`src/rtl/otter_iobus_responder.sv`:
```
// OTTER IOBUS responder: address decode, board output registers, switch
// synchronizer and a prescaled 32-bit compare timer with a level interrupt.
module otter_iobus_responder #(
  parameter logic [23:0] BASE_HI = 24'h110000,
  parameter int          SW_W    = 16
) (
  input  logic            CLK,
  input  logic            RST_N,
  input  logic [31:0]     IOBUS_ADDR,
  input  logic [31:0]     IOBUS_OUT,
  input  logic            IOBUS_WR,
  output logic [31:0]     IOBUS_IN,
  input  logic [SW_W-1:0] SWITCHES,
  output logic [SW_W-1:0] LEDS,
  output logic [SW_W-1:0] SSEG_DATA,
  output logic            INTR
);

  localparam logic [7:0] OFF_SW    = 8'h00;
  localparam logic [7:0] OFF_LED   = 8'h20;
  localparam logic [7:0] OFF_SSEG  = 8'h40;
  localparam logic [7:0] OFF_TCTRL = 8'h60;
  localparam logic [7:0] OFF_TPRE  = 8'h64;
  localparam logic [7:0] OFF_TCMP  = 8'h68;
  localparam logic [7:0] OFF_TCNT  = 8'h6C;
  localparam logic [7:0] OFF_TSTAT = 8'h70;

  typedef struct packed {
    logic irq_en;
    logic autoreload;
    logic en;
  } tctrl_t;

  logic [SW_W-1:0] sw_meta, sw_sync;
  tctrl_t          ctrl, ctrl_n;
  logic [15:0]     tpre, pcnt, pcnt_n;
  logic [31:0]     tcmp, tcnt, tcnt_n;
  logic            match, match_n;
  logic            hit, wr, tick, match_set;
  logic [7:0]      off;

  assign off = IOBUS_ADDR[7:0];
  assign hit = (IOBUS_ADDR[31:8] == BASE_HI) && (IOBUS_ADDR[1:0] == 2'b00);
  assign wr  = IOBUS_WR && hit;

  // Combinational read mux; the core registers IOBUS_IN on its side.
  always_comb begin
    IOBUS_IN = '0;
    if (hit) begin
      case (off)
        OFF_SW:    IOBUS_IN = 32'(sw_sync);
        OFF_LED:   IOBUS_IN = 32'(LEDS);
        OFF_SSEG:  IOBUS_IN = 32'(SSEG_DATA);
        OFF_TCTRL: IOBUS_IN = {29'd0, ctrl};
        OFF_TPRE:  IOBUS_IN = {16'd0, tpre};
        OFF_TCMP:  IOBUS_IN = tcmp;
        OFF_TCNT:  IOBUS_IN = tcnt;
        OFF_TSTAT: IOBUS_IN = {31'd0, match};
        default:   IOBUS_IN = '0;
      endcase
    end
  end

  // Timer next state. Compare uses the pre-write TCMP; CPU writes of TCNT
  // override the tick, while a new match overrides a same-edge W1C.
  always_comb begin
    tick      = ctrl.en && (pcnt == tpre);
    match_set = tick && (tcnt == tcmp);
    ctrl_n    = (wr && off == OFF_TCTRL) ? tctrl_t'(IOBUS_OUT[2:0]) : ctrl;

    pcnt_n = pcnt;
    if (wr && off == OFF_TCTRL && !IOBUS_OUT[0]) pcnt_n = '0;
    else if (tick)                                pcnt_n = '0;
    else if (ctrl.en)                             pcnt_n = pcnt + 16'd1;

    tcnt_n = tcnt;
    if (wr && off == OFF_TCNT) tcnt_n = '0;
    else if (match_set)        tcnt_n = ctrl.autoreload ? '0 : tcnt;
    else if (tick)             tcnt_n = tcnt + 32'd1;

    match_n = match;
    if (match_set)                                 match_n = 1'b1;
    else if (wr && off == OFF_TSTAT && IOBUS_OUT[0]) match_n = 1'b0;
  end

  // Register bank, timer state and the flopped interrupt.
  always_ff @(posedge CLK or negedge RST_N) begin
    if (!RST_N) begin
      LEDS      <= '0;
      SSEG_DATA <= '0;
      ctrl      <= '0;
      tpre      <= '0;
      tcmp      <= '0;
      tcnt      <= '0;
      pcnt      <= '0;
      match     <= 1'b0;
      INTR      <= 1'b0;
    end else begin
      if (wr && off == OFF_LED)  LEDS      <= IOBUS_OUT[SW_W-1:0];
      if (wr && off == OFF_SSEG) SSEG_DATA <= IOBUS_OUT[SW_W-1:0];
      if (wr && off == OFF_TPRE) tpre      <= IOBUS_OUT[15:0];
      if (wr && off == OFF_TCMP) tcmp      <= IOBUS_OUT;
      ctrl  <= ctrl_n;
      pcnt  <= pcnt_n;
      tcnt  <= tcnt_n;
      match <= match_n;
      INTR  <= match_n && ctrl_n.irq_en;
    end
  end

  // Two-flop synchronizer for the asynchronous board switches.
  always_ff @(posedge CLK or negedge RST_N) begin
    if (!RST_N) begin
      sw_meta <= '0;
      sw_sync <= '0;
    end else begin
      sw_meta <= SWITCHES;
      sw_sync <= sw_meta;
    end
  end

endmodule
```
`config.mk`:
```
export PLATFORM = sky130hd
export DESIGN_NAME = otter_iobus_responder
export DESIGN_NICKNAME = d
export VERILOG_FILES = /design/src/rtl/otter_iobus_responder.sv
export SDC_FILE = /design/constraint.sdc
export NUM_CORES = 1
export LEC_CHECK = 0
export CAP_MARGIN = 20
export CORE_MARGIN = 5
export CORE_UTILIZATION = 40
export DETAILED_ROUTE_END_ITERATION = 12
export PLACE_DENSITY = 0.68
export SLEW_MARGIN = 40
export SYNTH_ARGS = -nofsm -noshare
export SYNTH_HDL_FRONTEND = slang
export SYNTH_SLANG_ARGS = --single-unit
```
`constraint.sdc`:
```
create_clock -name CLK -period 4.8 [get_ports CLK]
set_input_delay 0.72 -clock CLK [delete_from_list [all_inputs] [get_ports CLK]]
set_output_delay 0.72 -clock CLK [all_outputs]
set_load 0.05 [all_outputs]
```
**After elaboration in Yosys (flattened, before gate mapping)**

Cells that the tools add are included.

- Register bits after elaboration: 165
- Input bits: 83
- Output and inout port bits: 65
- Word-level logic and storage cells: 58

- Add/subtract/negate cells: 2
- Equal/unequal tests: 11
- Muxes and demuxes: 12
- Reduce and logical (&&, ||, !) cells: 20

Operators with widths:

| cell | number |
|---|---|
| 32-bit one-hot mux with 8 select lines | 1 |
| 32-bit 2-to-1 mux | 5 |
| 8-bit by 7-bit equality test with 1-bit output, second input constant | 6 |
| 16-bit 2-to-1 mux | 3 |
| 32-bit by 1-bit adder with 32-bit output, second input constant | 1 |
| 32-bit equality test | 1 |
| 24-bit by 21-bit equality test with 1-bit output, second input constant | 1 |
| 16-bit by 1-bit adder with 16-bit output, second input constant | 1 |
| 16-bit equality test | 1 |
| 1-bit logical AND | 14 |
| 8-bit by 6-bit equality test with 1-bit output, second input constant | 1 |
| 8-bit logical NOT | 1 |
| 3-bit nonzero test | 2 |
| 3-bit 2-to-1 mux | 1 |
| 3-bit by 2-bit inequality test with 1-bit output, second input constant | 1 |
| 2-bit logical NOT | 1 |
| 1-bit 2-to-1 mux | 2 |
| 2-bit AND reduction | 1 |
| 1-bit logical NOT | 1 |

**Depth between registers and ports, before layout**

- Depth after elaboration: 8
- Gate-level depth with buffers: 10
- Gate-level depth less buffers: 8

**Worst setup path after synthesis**

No wires, ideal clock.

- Kind: input to output
- Start: input port IOBUS_ADDR[2]
- End: output port IOBUS_IN[21]
- Arrival time: 2.953 ns
- Required time: 4.080 ns
- Slack: 1.127 ns
- Stages: 6
- Path buffers: 4
- Path through: buf_2 > clkbuf_1 > clkbuf_1 > buf_1 > mux2i_1 > nor2_1

- Longest elaborated chain between the ends: 3
- Elaborated cells between the ends (all ways): 10
- Classes of those cells: eq/ne (7); mux (2); reduce/logical (1)

RTL lines:

| element | RTL line | text |
|---|---|---|
| from (decl) | 9 | `input logic [31:0] IOBUS_ADDR,` |
| 8-bit by 7-bit equality test with 1-bit output (tied with other cells) | 50 | `case (off)` |
| 32-bit one-hot mux with 8 select lines * | 50 |  |
| 32-bit 2-to-1 mux * | 49 | `if (hit) begin` |
| to (decl) | 12 | `output logic [31:0] IOBUS_IN,` |

Mark *: on every way between the ends. The rest lies on a longest branch, timed or not.

**Final worst setup path**

- Start: input port IOBUS_ADDR[1]
- End: output port IOBUS_IN[31]

- Longest elaborated chain between the ends: 3
- Elaborated cells between the ends (all ways): 12
- Classes of those cells: eq/ne (7); mux (2); reduce/logical (3)

RTL lines:

| element | RTL line |
|---|---|
| 8-bit by 7-bit equality test with 1-bit output (tied with other cells) | 50 |
| 32-bit one-hot mux with 8 select lines / 1-bit logical AND (equally long branches) | 50, 43 |
| 32-bit 2-to-1 mux * | 49 |

Marked as above.

==> results.cfg <==
[routing]
routed_wl_microns = 24130
wl_per_cell_microns = 19.99
met1Wirelength_microns = 10870
ant_nets = 0
met2WireLength_microns = 11190
drt_iter0_markers = 592
highest_layer = met4
viasPerCell = 5.637
via_count = 6804
drt_first_pass_iters = 5
route.detailed.drc = 0
dr_wl_met3_microns = 1696

[clock_network]
clk_path_buf_depth = 2
cts_setup_buffers = 0
cts_hold_buf = 0
cts_root_buf = clkbuf_16
clkLatencyLatePin_ns = 0.43
cts_num_sinks = 165
ctsResizeCount = 0
cts_tree = built
htree_levels = 4
cts_buffers = 17
cts.clk_slew.worst_paths_ns = 0.07

[placement]
port_buffers = 147
dpl.hpwl_microns = 17740
placedCellCount = 1175
gp_congestion = 0.8566
pre_cts_ws_ns = 0.8042

[power]
p_per_area_nw_per_um2 = 260.0
power_mw = 2.926
leakage_nw = 4.944
vdd_drop_max_uv = 229.7

[grt]
grt_pass1_wl_microns = 38750
grt_pass1_vias = 7033
grt_usage_pct = 20.11
gr-total-overflow = 0
grt_max_degree = 86
antenna_found_initial = 0

[sta]
min_period_over_period_pct = 84.29
clock.fmax_mhz = 247.2
finalSetupTns_ns = 0
post-route-min-period_ns = 4.046
slew_violations = 0
skew_ns = 0.008912
setup_viol = 0
setup_ws_ns = 0.7540
relSlewSlack_pct = 47.76
tightest_slew_ns = 0.7772
rsz0062_at_grt = false
hold_viol = 0

[die]
die_x_microns = 156.7
die_h_microns = 156.7
start_util_pct = 40.82
std_cell_rows = 53
ios = 148
core_sq_um = 21090
die_area_sq_um = 24550

[synthesis]
yosys_warnings = 0
synth_ff_type = dfrtp_1
synthCells = 791
ys_top_cells_by_area = dfrtp_1, mux2_2, xnor2_1, and3_1, mux2i_1
syn-num-nets = 876
yosysUniqueCellTypes = 57
synth_area_per_cell_sq_um = 10.88
yosysTopAreaCellShare_pct = 47.97
synth-edff-count = 0
synth-seq-area-share_pct = 47.97
synthesis.area_sq_um = 8608
synthArstFlopShare_pct = 100.0
synth.ff_latch_count = 165
synth_top_area_cell = dfrtp_1

[setup_path]
cp_top_family = simple AND/OR/NAND/NOR gates
crit_buf_inv = 2
worstPathRequired_ns = 4.08
critPathKind = input port to output port
crit_path_start_kind = input port
slowest_delay_ns = 0.57
crit_chain = clkdlybuf4s50_1 > nor4_1 > and3_1 > nand3_1 > nor2_1 > buf_12
slowest_stage = nand3_1
end_kind = output port
critPathArrivalTime_ns = 3.33
cp_max_fo = 16

[finish]
drive_gt1_share_pct = 23.28
finish.net_count = 1004
num_antenna_cells = 0
fin_cells = 1207
area_growth_pct = 30.74
fillers = 1834

[flow_run]
maxCapViolCount = 0

[outcome]
status = finished, final reports clean

[hold_path]
min_path_type = input port to asynchronous set/reset pin
[area by class of cell]
cell class	instances	area [sq um]	area share, %
repair buffers	161	1896	16.84
flip-flops and latches	165	4129	36.69
clock inverters	12	133.9	1.190
clock buffers	20	456.7	4.058
inverters	7	26.28	0.2335
multi-input cells	567	4269	37.93
well taps	275	344.1	3.057
[synth_stat cells (5+ instances only)]
cell / instances
a211o_1: 8
inv_1: 7
or3_1: 6
nor3_1: 11
nand2_1: 47
or2_2: 5
o21ai_0: 17
a21o_1: 8
a22o_1: 15
nand3_1: 29
mux2_2: 109
nor2_1: 53
xnor2_1: 39
nand4_1: 27
nor4_1: 10
a221o_1: 8
clkbuf_1: 38
and3_2: 5
and3_1: 32
mux2i_1: 20
buf_2: 6
dfrtp_1: 165
nand3b_1: 7
xor2_1: 15
a21oi_1: 30
buf_1: 6
a22oi_1: 19
[worst paths after layout]
path                                       start                        to  slack [ns]  depth (start not counted)
max                                IOBUS_ADDR[1]              IOBUS_IN[31]        0.75                          6
min in group CLK           sw_meta[12]$_DFF_PN0_     sw_sync[12]$_DFF_PN0_        0.35                          0
min                                        RST_N     sw_meta[13]$_DFF_PN0_        0.31                          1
max in group asynchronous                  RST_N  SSEG_DATA[3]$_DFFE_PN0P_        3.46                          2
max reg2reg                  tcnt[2]$_DFFE_PN0P_      tcnt[12]$_DFFE_PN0P_        1.43                          8
min reg2reg                sw_meta[12]$_DFF_PN0_     sw_sync[12]$_DFF_PN0_        0.35                          0
[cell usage in the layout (no fill, tap or decap), drive strengths merged, types with 20 or more instances in the layout]
cell type      count
nand3             29
mux2             109
dfrtp            165
nand4             27
a21oi             30
buf               47
nor2              53
mux2i             20
clkbuf            21
clkdlybuf4s50    113
and3              39
xnor2             39
nand2             47
[cells by family (layout without fill, tap and decap cells)]
family                   count (synthesis)  in the layout  synth area share [%]
XOR/XNOR                                54             54                 5.494
flip-flops                             165            165                 47.97
AND/OR/NAND/NOR                        260            260                 16.31
adder cells (fa/ha/maj)                  2              2                0.2907
AO/OA/AOI/OAI                          119            119                 9.739
multiplexers                           132            132                 17.37
buffers and inverters                   59            200                 2.834
[where the power goes]
part	internal, mW	switching [mW]	leakage (nW)
Sequential	1.40	0.00344	2.14
Combinational	0.0781	0.0717	2.51
Clock	0.764	0.606	0.292
[through the flow]
stage / cell area, sq um / utilization [%] / hold slack [ns]
after CTS: 11230 / 53.27 / 0.3518
after global placement: 10640 / 50.46 / 0.3310
after floorplan: 8608 / - / 0.3312
after detailed placement: 10640 / 50.47 / 0.3347
final: 11250 / 53.37 / 0.3078
after global routing: 11250 / 53.37 / 0.3549
[sequential cells by signal (all words and copies together) (netlist names)]
register,count
pcnt,16
tcmp,32
tcnt,32
match,1
tpre,16
INTR,1
ctrl,3
SSEG_DATA,16
sw_sync,16
sw_meta,16
LEDS,16
[layer usage]
layer  track usage [%]  up-vias
met5                 0        -
met4             4.917        0
met3             6.029       29
met2             31.73      215
met1             27.34     3412
li1                  -     3148
(Power assumes the default switching activity.)
